### src/rtl/fifo_pkg.sv
`default_nettype none
// ============================================================================
// Module      : fifo_pkg
// Description : Shared sizing helpers and pointer arithmetic for ring FIFOs.
// Revision    : 1.0 - initial release
// ============================================================================
package fifo_pkg;

  // Ceiling log2; clog2(1) = 0.
  function automatic int clog2(input int value);
    int result;
    result = 0;
    while ((1 << result) < value) begin
      result++;
    end
    return result;
  endfunction

  // Occupancy counter width: must represent 0..depth inclusive.
  function automatic int count_width(input int depth);
    return clog2(depth + 1);
  endfunction

  // Pointer width: addresses 0..depth-1, never narrower than one bit.
  function automatic int ptr_width(input int depth);
    return (depth > 1) ? clog2(depth) : 1;
  endfunction

  // Advance a ring pointer by one, wrapping at depth-1 (depth need not be 2^n).
  function automatic int unsigned ptr_next(input int unsigned ptr, input int unsigned depth);
    return (ptr == depth - 1) ? 0 : ptr + 1;
  endfunction

endpackage
`default_nettype wire

### src/rtl/fifo_ram.sv
`default_nettype none
// ============================================================================
// Module      : fifo_ram
// Description : FIFO storage array, one synchronous write port and one read
//               port that is registered (FWFT=0) or asynchronous (FWFT=1).
//               The array itself has no reset so it maps onto RAM primitives.
// Revision    : 1.0 - initial release
// ============================================================================
module fifo_ram #(
  parameter int DEPTH      = 16,
  parameter int DATA_WIDTH = 32,
  parameter int ADDR_WIDTH = 4,
  parameter int FWFT       = 0
) (
  input  logic                  clock,
  input  logic                  reset_n,
  input  logic                  wr_en,
  input  logic [ADDR_WIDTH-1:0] wr_addr,
  input  logic [DATA_WIDTH-1:0] wr_data,
  input  logic                  rd_en,
  input  logic                  rd_clr,
  input  logic [ADDR_WIDTH-1:0] rd_addr,
  output logic [DATA_WIDTH-1:0] rd_data
);

  logic [DATA_WIDTH-1:0] mem [DEPTH];

  // Storage write port; deliberately unreset.
  always_ff @(posedge clock) begin
    if (wr_en) begin
      mem[wr_addr] <= wr_data;
    end
  end

  generate
    if (FWFT == 0) begin : g_registered_read
      // Output register: only the read data register is reset/flushed, not the array.
      always_ff @(posedge clock or negedge reset_n) begin
        if (!reset_n) begin
          rd_data <= '0;
        end else if (rd_clr) begin
          rd_data <= '0;
        end else if (rd_en) begin
          rd_data <= mem[rd_addr];
        end
      end
    end else begin : g_async_read
      assign rd_data = mem[rd_addr];
    end
  endgenerate

endmodule
`default_nettype wire

### src/rtl/sync_ring_fifo.sv
`default_nettype none
// ============================================================================
// Module      : sync_ring_fifo
// Description : Single-clock circular-buffer FIFO with push/pop strobes,
//               registered status flags, occupancy, sticky error flags,
//               last-word pulses and optional first-word-fall-through.
// Revision    : 1.0 - initial release
// ============================================================================
module sync_ring_fifo
  import fifo_pkg::*;
#(
  parameter int FIFO_SIZE          = 16,
  parameter int DATA_WIDTH         = 32,
  parameter int ALMOST_FULL_LEVEL  = 12,
  parameter int ALMOST_EMPTY_LEVEL = 4,
  parameter int FWFT               = 0
) (
  input  logic                                 clock,
  input  logic                                 reset_n,
  input  logic                                 enable,
  input  logic                                 clear,
  output logic                                 fifo_ready,
  input  logic                                 push,
  input  logic [DATA_WIDTH-1:0]                in_data,
  input  logic                                 pop,
  output logic [DATA_WIDTH-1:0]                out_data,
  output logic                                 out_valid,
  output logic                                 full,
  output logic                                 empty,
  output logic                                 almost_full,
  output logic                                 almost_empty,
  output logic [count_width(FIFO_SIZE)-1:0]    data_count,
  output logic                                 overflow,
  output logic                                 underflow,
  output logic                                 pushed_last,
  output logic                                 popped_last
);

  localparam int COUNT_WIDTH = count_width(FIFO_SIZE);
  localparam int PTR_WIDTH   = ptr_width(FIFO_SIZE);

  logic [PTR_WIDTH-1:0]   write_ptr;
  logic [PTR_WIDTH-1:0]   read_ptr;
  logic [COUNT_WIDTH-1:0] next_count;
  logic                   active;
  logic                   flush;
  logic                   do_push;
  logic                   do_pop;

  assign fifo_ready = enable & ~clear;
  // Flush only takes effect while enabled: a disabled FIFO holds all state.
  assign flush      = enable & clear;

  // Accept decisions and next occupancy; a pop frees the slot a same-cycle push uses.
  always_comb begin
    active     = enable & ~clear;
    do_pop     = pop & active & ~empty;
    do_push    = push & active & (~full | do_pop);
    next_count = data_count;
    if (do_push && !do_pop) begin
      next_count = data_count + 1'b1;
    end else if (do_pop && !do_push) begin
      next_count = data_count - 1'b1;
    end
  end

  // Pointers, occupancy, registered flags, sticky errors and last-word pulses.
  always_ff @(posedge clock or negedge reset_n) begin
    if (!reset_n) begin
      write_ptr    <= '0;
      read_ptr     <= '0;
      data_count   <= '0;
      full         <= 1'b0;
      empty        <= 1'b1;
      almost_full  <= 1'b0;
      almost_empty <= 1'b1;
      overflow     <= 1'b0;
      underflow    <= 1'b0;
      pushed_last  <= 1'b0;
      popped_last  <= 1'b0;
    end else if (flush) begin
      write_ptr    <= '0;
      read_ptr     <= '0;
      data_count   <= '0;
      full         <= 1'b0;
      empty        <= 1'b1;
      almost_full  <= 1'b0;
      almost_empty <= 1'b1;
      overflow     <= 1'b0;
      underflow    <= 1'b0;
      pushed_last  <= 1'b0;
      popped_last  <= 1'b0;
    end else begin
      if (do_push) begin
        write_ptr <= PTR_WIDTH'(ptr_next(32'(write_ptr), FIFO_SIZE));
      end
      if (do_pop) begin
        read_ptr <= PTR_WIDTH'(ptr_next(32'(read_ptr), FIFO_SIZE));
      end
      data_count   <= next_count;
      full         <= (next_count == COUNT_WIDTH'(FIFO_SIZE));
      empty        <= (next_count == '0);
      almost_full  <= (next_count >= COUNT_WIDTH'(ALMOST_FULL_LEVEL));
      almost_empty <= (next_count <= COUNT_WIDTH'(ALMOST_EMPTY_LEVEL));
      overflow     <= overflow  | (push & active & full & ~do_pop);
      underflow    <= underflow | (pop & active & empty);
      pushed_last  <= do_push & ~do_pop & (next_count == COUNT_WIDTH'(FIFO_SIZE));
      popped_last  <= do_pop & ~do_push & (next_count == '0);
    end
  end

  generate
    if (FWFT == 0) begin : g_registered_valid
      logic pop_valid;
      // One-cycle valid strobe aligned with the registered read data.
      always_ff @(posedge clock or negedge reset_n) begin
        if (!reset_n) begin
          pop_valid <= 1'b0;
        end else if (flush) begin
          pop_valid <= 1'b0;
        end else begin
          pop_valid <= do_pop;
        end
      end
      assign out_valid = pop_valid;
    end else begin : g_fwft_valid
      assign out_valid = ~empty;
    end
  endgenerate

  fifo_ram #(
    .DEPTH      (FIFO_SIZE),
    .DATA_WIDTH (DATA_WIDTH),
    .ADDR_WIDTH (PTR_WIDTH),
    .FWFT       (FWFT)
  ) u_ram (
    .clock   (clock),
    .reset_n (reset_n),
    .wr_en   (do_push),
    .wr_addr (write_ptr),
    .wr_data (in_data),
    .rd_en   (do_pop),
    .rd_clr  (flush),
    .rd_addr (read_ptr),
    .rd_data (out_data)
  );

endmodule
`default_nettype wire

### config.mk
export PLATFORM = sky130hd
export DESIGN_NAME = sync_ring_fifo
export DESIGN_NICKNAME = d
export VERILOG_FILES = /design/src/rtl/fifo_pkg.sv /design/src/rtl/fifo_ram.sv /design/src/rtl/sync_ring_fifo.sv
export SDC_FILE = /design/constraint.sdc
export NUM_CORES = 1
export LEC_CHECK = 0
export BUFFER_PORTS_ARGS = -buffer_cell sky130_fd_sc_hd__buf_2
export CORE_MARGIN = 4
export CORE_UTILIZATION = 35
export CTS_CLUSTER_DIAMETER = 30
export DETAILED_ROUTE_END_ITERATION = 16
export PLACE_DENSITY = 0.57
export REMOVE_ABC_BUFFERS = 1
export SLEW_MARGIN = 20
export SYNTH_ARGS = -nofsm -noshare
export SYNTH_HDL_FRONTEND = slang
export SYNTH_SLANG_ARGS = --single-unit
### constraint.sdc
create_clock -name clock -period 7.65 [get_ports clock]
set_input_delay 0.765 -clock clock [delete_from_list [all_inputs] [get_ports clock]]
set_output_delay 0.765 -clock clock [all_outputs]
set_load 0.1 [all_outputs]
==> impl_metrics.csv, run 1 <==
group,metric,value,unit
outcome,status,"complete, no violations",
detailed_routing,ant_nets,0,
timing,period_minus_slack,3.20,ns
timing,slew_headroom,28.3,%
synthesis,synth_edf_count,512,
detailed_routing,vias,11500,
detailed_routing,drt_iter0_markers,789,
clocking,cts-root-buf,"clkbuf_16",
synthesis,yosysTopAreaCellShare,69.3,%
global_routing,grt_usage,14.3,%
floorplan,die_w,260,um
synthesis,synth.most_common_cell,"edfxtp_1",
clocking,htreeDepth,3,
clocking,cts-buffers-inserted,110,
finish,postLayoutCellArea,27600,sq um
clocking,cts.reportedPaths.clkPinSlew,0.05,ns
placed_design,placed_area,23800,sq um
placed_design,portBuffers,84,
run,drv_cap,0,
worst_setup_path,crit_start,"empty",
finish,seq_area,16700,sq um
timing,fin_setup_tns,0,ns
clocking,cts_tree,"yes",
worst_setup_path,crit_arrival,3.49,ns
floorplan,design.core.area,63000,sq um
floorplan,die_h,260,um
timing,fin_crit_sh,41.9,%
worst_setup_path,start_kind,"flop",
worst_setup_path,worst-setup-path-type,"reg2reg",
detailed_routing,via_per_inst,5.08,
synthesis,synth_cell_types,50,
worst_hold_path,hp-class,"in2async",
floorplan,die_area,67500,sq um
floorplan,start_util,35.2,%
timing,worst_pin_slew,1.08,ns
worst_setup_path,r2r_end,"u_ram.mem[11][22]",
synthesis,synth.top_cells.by_area,"edfxtp_1 69%, mux4_2 6.5%, dfrtp_1 5.9%",
worst_setup_path,reg2reg_depth,5,
synthesis,synth_common_cells,"512 x edfxtp_1, 89 x mux2_2, 65 x mux2i_1",
finish,n_antenna_cell,0,
finish,syn_to_final_growth,24.4,%
global_routing,grt.overflow.total,0,
synthesis,synth_area_leader_cell,"edfxtp_1",
synthesis,netlist_instances,1176,
power_and_ir_drop,p_leak,9.15,nW
power_and_ir_drop,power,9.18,mW
synthesis,ys.flop_type,"edfxtp_1",
global_routing,grt_pass1_wl,73700,um
clocking,postCtsHoldBufs,0,
synthesis,avgSynthCellArea,18.9,sq um
floorplan,pin_count,85,
timing,finalSetupViolCount,0,
clocking,post_cts_resize_count,0,
timing,finClkSkew,0.0265,ns
power_and_ir_drop,ir_worst_vdd,0.192,mV
worst_setup_path,reg2reg_from,"empty",
worst_setup_path,crit_chain,"nand2b_1 -> a21oi_1 -> nand2_1 -> nor2_4 -> buf_4",
placed_design,routabilityCongestion,0.740,
global_routing,antenna_found_initial,3,
detailed_routing,first_pass_iters,5,
finish,drive_gt1_share,33.5,%
timing,hold_ws,0.367,ns
worst_setup_path,worstSetupEndpointType,"flop",
synthesis,post_synth_instance_area,22200,sq um
global_routing,first_global_vias,12000,
clocking,insertion_delay,0.64,ns
detailed_routing,drc,0,
synthesis,synth_warnings,0,
detailed_routing,wire_per_inst,21.4,um
finish,n_fill_cell,5439,
worst_setup_path,r2r_setup_slack,4.45,ns
timing,report.final.hold_viol_count,0,
clocking,post-cts-setup-buffers,0,
clocking,cts_buffer_depth,3,
timing,slew_viol_final,0,
clocking,cts.sinks,566,
floorplan,row_count,92,
synthesis,async_flop_share,9.54,%
detailed_routing,wirelength,48500,um
synthesis,ys_ff_latch,566,
worst_setup_path,endpoint,"u_ram.mem[11][22]",
timing,rsz0062_at_grt,"no",
worst_setup_path,crit_slowest_cell,"nor2_4",
power_and_ir_drop,powerDensity,333,nW/um^2
worst_setup_path,crit_required,7.94,ns
finish,nets,1374,
placed_design,dp_hpwl,25500,um
global_routing,grt_max_degree,110,
synthesis,seq_area_frac_synth,75.4,%
timing,fmax,0.312,GHz
finish,multi_input_area,5290,sq um
worst_setup_path,critPathMaxFanout,17,
worst_setup_path,cpPeakStageDelay,0.73,ns
-- through the flow --
step / worst slack, ns / cells / util (%)
final: 4.45 / 2269 / 43.8
after global routing: 4.24 / 2269 / 43.8
after CTS: 4.21 / 2269 / 43.8
after detailed placement: 3.59 / 2063 / 37.7
after global placement: 3.65 / 2060 / 37.6
after floorplan: 0.282 / 1109 / -
-- cells by family after synthesis --
| logic type | after synthesis | synth area share, % |
|---|---|---|
| AO/OA/AOI/OAI | 186 | 5.64 |
| XOR/XNOR | 7 | 0.276 |
| adder cells (fa/ha/maj) | 7 | 0.395 |
| buffers and inverters | 73 | 1.42 |
| flip-flops | 566 | 75.4 |
| multiplexers | 226 | 14.3 |
| AND/OR/NAND/NOR | 111 | 2.56 |
-- layout make-up --
cell class,count,area share (%)
clock inverters,75,3.16
repair buffers,108,2.38
clock buffers,131,10.7
well taps,846,3.84
inverters,6,0.0816
multi-input cells,537,19.2
flip-flops and latches,566,60.7
-- worst min path at each step --
| stage | depth (start not counted) | to | start | slack (ns) |
|---|---|---|---|---|
| floorplan | 0 | almost_full | reset_n | 0.47 |
| global placement | 1 | u_ram.rd_data[28] | u_ram.rd_data[28] | 0.50 |
| detailed placement | 1 | u_ram.rd_data[31] | u_ram.rd_data[31] | 0.50 |
| CTS | 2 | u_ram.rd_data[21] | reset_n | 0.37 |
| global route | 2 | u_ram.rd_data[21] | reset_n | 0.42 |
| finish | 2 | u_ram.rd_data[25] | reset_n | 0.37 |
-- cells in the final DEF (no fill, tap or decap), types with 8 or more instances in the layout --
cell type	instances
mux2_1	8
a221o_1	32
o21bai_1	33
o21ai_0	34
o22ai_1	32
bufinv_16	15
nor2_1	15
buf_2	84
nor2_4	13
clkinv_1	10
nor3_1	38
edfxtp_1	512
mux2i_1	65
mux4_2	64
clkbuf_1	9
clkinvlp_4	15
dfrtp_1	49
clkbuf_16	111
clkinv_2	21
buf_4	20
mux2_2	89
clkbuf_8	11
a21oi_1	43
nand2_1	12
-- metal layers --
metal / part of all wire (%) / GRT usage, % / vias to the layer above / wire length (um)
met5: 0.027 / 0 / - / 13
met3: 5.1 / 2.86 / 74 / 2500
met2: 47 / 22.7 / 293 / 22900
li1: - / - / 5138 / -
met1: 46 / 19.8 / 6009 / 22200
met4: 1.9 / 4.87 / 2 / 921
-- sequential cells by signal, summed over array words and instances, names as in the netlist --
register / flops
almost_full: 1
u_ram.rd_data: 32
almost_empty: 1
u_ram.mem: 512
data_count: 5
underflow: 1
write_ptr: 4
read_ptr: 4
overflow: 1
full: 1
pushed_last: 1
popped_last: 1
empty: 1
out_valid: 1
-- where the power goes --
part / total (mW) / switching, mW / leakage, nW / internal [mW]
sequential: 3.51 / 0.0700 / 5.33 / 3.44
combinational: 0.858 / 0.568 / 1.97 / 0.290
clock: 4.82 / 1.56 / 1.84 / 3.26
-- worst max-delay path: cells and delay by family (launching register included) --
family          cells  cell delay, ns
flops               1            0.38
compound gates      1            0.65
buf+inv             1            0.46
simple gates        3            1.34
Note: power is estimated with default switching activity, not from simulation.
==> inputs of run 2 (changes only) <==
--- a/config.mk
+++ b/config.mk
@@ -10,7 +10,7 @@
 export CORE_UTILIZATION = 35
 export CTS_CLUSTER_DIAMETER = 30
 export DETAILED_ROUTE_END_ITERATION = 16
-export PLACE_DENSITY = 0.57
+export PLACE_DENSITY = 0.59
 export REMOVE_ABC_BUFFERS = 1
 export SLEW_MARGIN = 20
 export SYNTH_ARGS = -nofsm -noshare
==> constraint.sdc (replaced) <==
create_clock -name clock -period 2.7 [get_ports clock]
set_input_delay 0.27 -clock clock [delete_from_list [all_inputs] [get_ports clock]]
set_output_delay 0.27 -clock clock [all_outputs]
set_load 0.1 [all_outputs]
==> run 2 against run 1 <==
Cell area increased by 2.7%. Cell count up 2.6%. Power grew to 2.8 times the previous value. Worst hold slack got worse by 0.33 ns. Count of clock-buffer cells in the layout fell by 15. Die area unchanged. Sequential share of layout area decreased by 1.6 points. Largest power group unchanged. Clock power rose to 2.7 times the previous value. Combinational power rose to 3.1 times the previous value. First-iteration DRC count grew 35%.
==> impl_metrics.csv, run 2 (synthesis gave the netlist of run 1 again) <==
group,metric,value,unit
timing,rsz0062_at_grt,"no",
floorplan,row_count,92,
finish,n_antenna_cell,0,
worst_setup_path,crit_arrival,2.67,ns
clocking,cts-root-buf,"clkbuf_16",
detailed_routing,ant_nets,0,
finish,postLayoutCoreUtil,45.0,%
clocking,htreeDepth,3,
worst_setup_path,start_kind,"flop",
worst_setup_path,crit_family,"simple AND/OR/NAND/NOR gates",
timing,finClkSkew,0.0194,ns
timing,fin_crit_sh,87.8,%
detailed_routing,drt_iter0_markers,1068,
clocking,cts_tree,"yes",
worst_setup_path,r2r_setup_slack,0.33,ns
detailed_routing,via_per_inst,5.03,
clocking,cts-buffers-inserted,104,
detailed_routing,wire_per_inst,21.7,um
clocking,cts_buffer_depth,3,
worst_setup_path,crit_chain,"nand2b_1 -> a21oi_1 -> buf_4 -> nand2_1 -> nor3_2 -> buf_12",
floorplan,die_h,260,um
floorplan,pin_count,85,
finish,drive_gt1_share,34.1,%
clocking,cts.reportedPaths.clkPinSlew,0.05,ns
clocking,insertion_delay,0.64,ns
clocking,post-cts-setup-buffers,0,
finish,layout_common_cells,"512 x edfxtp_1, 106 x clkbuf_16, 89 x mux2_2, 83 x buf_2, 65 x mux2i_1",
finish,top_register,"u_ram.mem",
worst_setup_path,worstSetupEndpointType,"flop",
floorplan,die_w,260,um
run,drv_cap,0,
finish,syn_to_final_growth,27.7,%
global_routing,grt_usage,15.0,%
finish,top_regs,"u_ram.mem: 512 flops, u_ram.rd_data: 32 flops, data_count: 5 flops",
finish,finalNonFillerCells,2329,
detailed_routing,drc,0,
clocking,cts.sinks,566,
detailed_routing,first_pass_iters,5,
detailed_routing,wirelength,50500,um
power_and_ir_drop,powerDensity,909,nW/um^2
timing,finalSetupViolCount,0,
worst_setup_path,crit_required,3.00,ns
floorplan,die_area,67500,sq um
global_routing,grt_pass1_wl,76400,um
timing,slew_viol_final,0,
worst_setup_path,critPathBufInv,2,
timing,report.final.hold_viol_count,0,
placed_design,routabilityCongestion,0.766,
global_routing,antenna_found_initial,1,
global_routing,grt.overflow.total,0,
floorplan,start_util,35.2,%
finish,nets,1439,
floorplan,design.core.area,63000,sq um
finish,mostFrequentLayoutCell,"edfxtp_1",
timing,period_minus_slack,2.37,ns
power_and_ir_drop,ir_worst_vdd,0.495,mV
placed_design,placed_area,24400,sq um
placed_design,dp_hpwl,28400,um
placed_design,place_inst,2104,
worst_setup_path,cpPeakStageDelay,0.38,ns
worst_setup_path,critPathMaxFanout,25,
power_and_ir_drop,p_leak,9.51,nW
detailed_routing,vias,11700,
timing,slew_headroom,49.4,%
placed_design,portBuffers,84,
finish,largest_reg_flops,512,
outcome,status,"complete, no violations",
timing,fmax,0.422,GHz
global_routing,first_global_vias,12100,
timing,worst_pin_slew,0.759,ns
worst_hold_path,hp-class,"in2reg",
global_routing,grt_max_degree,100,
worst_setup_path,crit_slowest_cell,"dfstp_2",
finish,postLayoutCellArea,28300,sq um
worst_setup_path,worst-setup-path-type,"reg2reg",
==> run 2: cell count changes in the layout (fill, tap and decap cells not counted), sizes merged <==
cell | before | now
buf | 108 | 149
dlygate4sd3 | 0 | 30
clkbuf | 131 | 116
inv | 11 | 26
clkinvlp | 15 | 5
clkinv | 40 | 39
==> run 2: worst register-to-register path, stage by stage (launching register included) <==
cell and delay (ns):
dfstp_2 0.38, nand2b_1 0.15, a21oi_1 0.37, buf_4 0.25, nand2_1 0.28, nor3_2 0.33, buf_12 0.28
==> run 2: path summary, 6_finish.rpt <==
kind / depth (start not counted) / startpoint / end
min in group asynchronous: 2 / reset_n / u_ram.rd_data[4]
worst max-delay path: 6 / empty / u_ram.mem[3][16]
max in group asynchronous: 3 / reset_n / u_ram.rd_data[11]
worst min register to register: 1 / u_ram.rd_data[0] / u_ram.rd_data[0]
worst max register to register: 6 / empty / u_ram.mem[3][16]
worst min-delay path: 1 / in_data[13] / u_ram.mem[14][13]
==> run 2: layer usage <==
layer	up-vias	global-route usage, %	part of all wire [%]	wire [um]
met5	-	0	0.026	13
met4	2	4.77	1.8	928
met1	6017	20.6	45	22500
li1	5286	-	-	-
met3	71	3.17	5.5	2760
met2	333	24.1	48	24200
==> run 2: where the power goes <==
part / total (mW) / leakage (nW) / internal (mW) / switching [mW]
logic: 2.64 / 2.40 / 0.953 / 1.69
registers: 9.89 / 5.33 / 9.73 / 0.156
clock network: 13.2 / 1.78 / 8.76 / 4.48
total: 25.8 / 9.51 / 19.4 / 6.33
==> run 2: repair_timing <==
item | 4_1_cts | 5_1_grt
hold buffers | 30 | 0
hold endpoints to repair | 384 | 0
setup endpoints to repair | 0 | 0
gates resized for setup | 0 | 0
==> run 2: final cells by class <==
type / count / area, sq um
Inverter: 6 / 22.5
Timing Repair Buffer: 179 / 1570
Fill cell: 5337 / 34600
Clock buffer: 116 / 2710
Tap cell: 846 / 1060
Sequential cell: 566 / 16700
Clock inverter: 79 / 955
Multi-Input combinational cell: 537 / 5280
==> run 2: metrics by stage <==
| step | TNS (ns) | hold WS, ns | power [mW] | setup WS (ns) |
|---|---|---|---|---|
| 2_1_floorplan | -628.58 | -0.0256 | 12.2 | -4.67 |
| 3_3_place_gp | 0 | 0.389 | 12.6 | 0.283 |
| 3_5_place_dp | 0 | 0.385 | 12.7 | 0.241 |
| 4_1_cts | 0 | 0.000593 | 26.0 | 0.345 |
| 5_1_grt | 0 | 0.0183 | 26.7 | 0.262 |
| 6_report | 0 | 0.0345 | 25.8 | 0.329 |
